==> config.mk <==
export PLATFORM = sky130hd
export DESIGN_NAME = seven_segment_scan_controller
export DESIGN_NICKNAME = d
export VERILOG_FILES = /design/src/rtl/seven_segment_scan_controller.sv
export SDC_FILE = /design/constraint.sdc
export NUM_CORES = 1
export LEC_CHECK = 0
export CAP_MARGIN = 0
export CORE_UTILIZATION = 27
export DETAILED_ROUTE_END_ITERATION = 6
export GPL_TIMING_DRIVEN = 0
export HOLD_SLACK_MARGIN = 0.05
export SLEW_MARGIN = 40
export SYNTH_ARGS = -nofsm -noshare
export SYNTH_HDL_FRONTEND = slang
export SYNTH_SLANG_ARGS = --single-unit
==> constraint.sdc <==
create_clock -name clk -period 3.45 [get_ports clk]
set_input_delay 0.345 -clock clk [delete_from_list [all_inputs] [get_ports clk]]
set_output_delay 0.345 -clock clk [all_outputs]
set_load 0.05 [all_outputs]
==> src/rtl/seven_segment_scan_controller.sv <==
// Binary-to-BCD (double-dabble) converter feeding a four-digit multiplexed
// 7-segment display with optional leading-zero blanking.
module seven_segment_scan_controller #(
    parameter int unsigned CLK_DIV       = 50000,
    parameter bit          BLANK_LEADING = 1'b1
) (
    input  logic       clk,
    input  logic       rst,
    input  logic       value_valid,
    input  logic [9:0] value,
    output logic       value_ready,
    output logic       busy,
    output logic       done,
    output logic [3:0] digit_en,
    output logic [6:0] segment
);

    localparam int unsigned PW = (CLK_DIV > 1) ? $clog2(CLK_DIV) : 1;

    typedef enum logic [1:0] {
        S_IDLE,
        S_CONVERT,
        S_COMMIT
    } state_t;

    state_t        r_state;
    state_t        w_next;
    logic [9:0]    r_bin;
    logic [15:0]   r_bcd;
    logic [3:0]    r_iter;
    logic [15:0]   r_disp;
    logic [PW-1:0] r_presc;
    logic [1:0]    r_idx;
    logic [15:0]   w_adj;
    logic          w_tick;
    logic [3:0]    w_digit;
    logic          w_blank;

    always_ff @(posedge clk) begin
        if (rst) begin
            r_state <= S_IDLE;
        end else begin
            r_state <= w_next;
        end
    end

    always_comb begin
        w_next      = r_state;
        value_ready = 1'b0;
        busy        = 1'b0;
        done        = 1'b0;
        case (r_state)
            S_IDLE: begin
                value_ready = 1'b1;
                if (value_valid) begin
                    w_next = S_CONVERT;
                end
            end
            S_CONVERT: begin
                busy = 1'b1;
                if (r_iter == 4'd9) begin
                    w_next = S_COMMIT;
                end
            end
            S_COMMIT: begin
                busy   = 1'b1;
                done   = 1'b1;
                w_next = S_IDLE;
            end
            default: w_next = S_IDLE;
        endcase
    end

    // Add-3 correction applied before each shift.
    always_comb begin
        w_adj = '0;
        for (int unsigned i = 0; i < 4; i++) begin
            if (r_bcd[4*i +: 4] >= 4'd5) begin
                w_adj[4*i +: 4] = r_bcd[4*i +: 4] + 4'd3;
            end else begin
                w_adj[4*i +: 4] = r_bcd[4*i +: 4];
            end
        end
    end

    always_ff @(posedge clk) begin
        if (rst) begin
            r_bin  <= '0;
            r_bcd  <= '0;
            r_iter <= '0;
            r_disp <= '0;
        end else begin
            case (r_state)
                S_IDLE: begin
                    if (value_valid) begin
                        r_bin  <= value;
                        r_bcd  <= '0;
                        r_iter <= '0;
                    end
                end
                S_CONVERT: begin
                    {r_bcd, r_bin} <= {w_adj[14:0], r_bin, 1'b0};
                    r_iter         <= r_iter + 4'd1;
                end
                S_COMMIT: begin
                    r_disp <= r_bcd;
                end
                default: ;
            endcase
        end
    end

    assign w_tick = (r_presc == PW'(CLK_DIV - 1));

    always_ff @(posedge clk) begin
        if (rst) begin
            r_presc <= '0;
            r_idx   <= '0;
        end else if (w_tick) begin
            r_presc <= '0;
            r_idx   <= r_idx + 2'd1;
        end else begin
            r_presc <= r_presc + PW'(1);
        end
    end

    function automatic logic [6:0] seg_decode(input logic [3:0] d);
        case (d)
            4'd0:    seg_decode = 7'b1000000;
            4'd1:    seg_decode = 7'b1111001;
            4'd2:    seg_decode = 7'b0100100;
            4'd3:    seg_decode = 7'b0110000;
            4'd4:    seg_decode = 7'b0011001;
            4'd5:    seg_decode = 7'b0010010;
            4'd6:    seg_decode = 7'b0000010;
            4'd7:    seg_decode = 7'b1111000;
            4'd8:    seg_decode = 7'b0000000;
            4'd9:    seg_decode = 7'b0010000;
            default: seg_decode = 7'h7F;
        endcase
    endfunction

    always_comb begin
        w_digit = r_disp[3:0];
        w_blank = 1'b0;
        case (r_idx)
            2'd0: begin
                w_digit = r_disp[3:0];
            end
            2'd1: begin
                w_digit = r_disp[7:4];
                w_blank = BLANK_LEADING && (r_disp[15:4] == 12'd0);
            end
            2'd2: begin
                w_digit = r_disp[11:8];
                w_blank = BLANK_LEADING && (r_disp[15:8] == 8'd0);
            end
            default: begin
                w_digit = r_disp[15:12];
                w_blank = BLANK_LEADING && (r_disp[15:12] == 4'd0);
            end
        endcase
    end

    assign digit_en = 4'b0001 << r_idx;
    assign segment  = w_blank ? 7'h7F : seg_decode(w_digit);

endmodule

==> metrics.cfg <==
[drt]
drtAntennaViolNets = 0
first_pass_iters = 4
vias = 2782
wl_mm = 7.45
drtIter0Drc = 110
detail_route.wl_per_cell_um = 13.0
viasPerCell = 4.86
drc = 0

[layout]
layout-drive-gt1-share_pct = 7.75
finish.utilization_pct = 33.7
layout.cells.non_filler = 573
fin_nets = 455
area_delta_synth_final_pct = 22.3
n_antenna_cell = 0

[sta]
period_share_pct = 95.0
rsz0062_at_grt = no
slew_violations = 0
finalCriticalPeriod_ps = 3280
setup_ws_ps = 172
hold_viol = 0
max-slew-margin-rel_pct = 61.7
fin_setup_tns_ps = 0
fmax_mhz = 305
setup_viol = 0
worstMarginPinSlew_ps = 574
skew_ps = 3.83

[yosys]
netlist_instances = 385
synth_nets = 419
postSynthRegisterBits = 66
synth_area_sq_um = 3300
ys_warn_count = 0
ys_types = 43
ys_seq_area_share_pct = 40.0
synth_area_per_cell_sq_um = 8.57

[placed_design]
place_congestion = 0.838
dpl.cell_count = 557
io_buffers = 25
dp_hpwl_mm = 5.36
pre_cts_ws_ps = 231

[worst_setup_path]
cp.required_ps = 3110
worstSetupStartpointType = flip-flop
cp-end-kind = primary output
setup.worst_path.class = reg -> out
crit_path_max_fanout = 7
cp.arrival_ps = 2930

[global_route]
grt_pass1_wl_mm = 12.4
track_usage_pct = 12.2
antenna_found_initial = 0
gr-total-overflow = 0
grt_max_degree = 12
grt_pass1_vias = 2656

[clock_network]
postCtsSetupBuffers = 0
ctsRootBufferMaster = clkbuf_16
htreeDepth = 3
cts_max_path_buffers = 2
clk_latency_ps = 330
cts_tree = built
clkTransAtPathRegs_ps = 50
cts-hold-fix-buffers = 0
clock-sinks = 66
numCtsBuffers = 9

[floorplan]
io_pins = 27
start_util_pct = 27.6
die_w_um = 113
core-area_sq_um = 12000
die_h_um = 113
dieArea_sq_um = 12700
num_rows = 40

[power]
p_leak_uw = 0.00152
total_power_uw = 1870
cellPowerDensity_nw_per_um2 = 463
peakVddDrop_mv = 0.254

[outcome]
status = finished clean

[job]
max_cap_violations = 0

[worst_hold_path]
min_path_type = reg -> reg

[cell families (layout without fill, tap and decap cells)]
logic type / count (synthesis) / after routing / synth area share, %
AOI/OAI and AO/OA: 66 / 66 / 13.5
xor gates and xnor gates: 23 / 23 / 6.11
adders and majority gates: 21 / 21 / 7.96
buffers and inverters: 44 / 85 / 5.54
DFF: 66 / 66 / 40.0
muxes: 23 / 23 / 7.28
and+or+nand+nor: 142 / 142 / 19.6
[worst paths after layout]
kind | startpoint | endpoint | slack (ps) | depth (start not counted)
setup reg to reg | r_state[0] | r_iter[0] | 1560 | 9
setup / recovery | r_idx[1] | segment[2] | 170 | 8
hold / removal | r_presc[0] | r_presc[0] | 460 | 1
hold reg to reg | r_presc[0] | r_presc[0] | 460 | 1
[worst max-delay path, stage by stage (launching register included)]
cell	delay, ps
dfxtp_1	370
inv_1	80
ha_1	260
a222oi_1	510
mux2i_2	240
ha_1	260
nand3_1	70
o211ai_1	80
clkdlybuf4s50_1	730
[cell usage in the layout, fill, tap and decap left out, types with 10 or more instances in the layout]
master	count
nand2_1	18
clkdlybuf4s50_1	19
nand3_1	10
mux2i_1	19
xnor2_1	16
inv_1	26
dfxtp_1	66
o21ai_0	11
a21oi_1	13
nor3_1	20
nor2_1	66
ha_1	21
[metal layers]
layer  share of wire (%)  global-route usage [%]  up-vias
li1                    -                       -     1416
met2                  46                    20.4       39
met5                   0                       0        -
met4                 2.2                    6.49        0
met1                  49                    14.7     1313
met3                 3.2                    2.59       14
[layout make-up]
class | count | area (sq um)
Fill cell | 1190 | 7930
Multi-Input combinational cell | 275 | 1800
Sequential cell | 66 | 1320
Clock buffer | 11 | 253
Timing Repair Buffer | 25 | 248
Tap cell | 147 | 184
Inverter | 26 | 97.6
Buffer | 18 | 85.1
Clock inverter | 5 | 52.6
[cell usage after synthesis]
master | instances | area (sq um)
nand4_1 | 9 | 56.3
a211oi_1 | 1 | 7.51
nor2_2 | 1 | 6.26
nand2_1 | 18 | 67.6
o21ai_0 | 11 | 55.1
a222oi_1 | 4 | 40.0
nand3b_1 | 1 | 7.51
a221oi_1 | 1 | 8.76
o21ai_2 | 1 | 8.76
mux2i_2 | 2 | 27.5
o21ai_1 | 3 | 15.0
mux2i_1 | 19 | 190
a32oi_1 | 3 | 26.3
xor2_1 | 7 | 61.3
o31a_1 | 1 | 8.76
and2_1 | 1 | 6.26
nor3_1 | 20 | 100
a21o_1 | 3 | 22.5
mux2_2 | 2 | 22.5
or4_1 | 2 | 15.0
nand3_1 | 10 | 50.1
xnor2_1 | 16 | 140
o311ai_0 | 1 | 8.76
nand2b_1 | 7 | 43.8
a21oi_1 | 13 | 65.1
clkbuf_1 | 8 | 30.0
a32o_1 | 1 | 10.0
and3_1 | 3 | 18.8
a22o_1 | 1 | 8.76
buf_4 | 2 | 15.0
a21boi_2 | 1 | 11.3
o22ai_1 | 9 | 56.3
a22oi_1 | 7 | 52.6
nor4_1 | 2 | 12.5
o211ai_1 | 4 | 30.0
or2_1 | 1 | 6.26
a2111oi_0 | 1 | 8.76
nor4b_1 | 1 | 8.76
ha_1 | 21 | 263
inv_1 | 26 | 97.6
nor2_1 | 66 | 248
dfxtp_1 | 66 | 1320
buf_2 | 8 | 40.0
[through the flow]
stage / cell area [sq um] / hold WS (ps)
final: 4040 / 464
after global routing: 4040 / 508
after CTS: 4030 / 474
after detailed placement: 3730 / 461
after global placement: 3730 / 449
after floorplan: 3300 / 430
[sequential cells by signal, indices dropped and copies added, names as in the netlist]
signal   cells
r_idx        2
r_iter       4
r_bcd       16
r_disp      16
r_state      2
r_bin       10
r_presc     16
[where the power goes]
part           total [uW]  switching [uW]  internal, uW
Clock                 923             329           594
Combinational         146            90.7          55.0
Sequential            798            14.4           784
Total                1870             434          1430
[timing repair]
action | CTS | global route
endpoints found under the hold margin | 0 | 0
cloned | 0 | 0
setup endpoints to repair | 5 | 2
resized for setup | 5 | 2
pin swaps | 0 | 0
(Power assumes the default switching activity.)
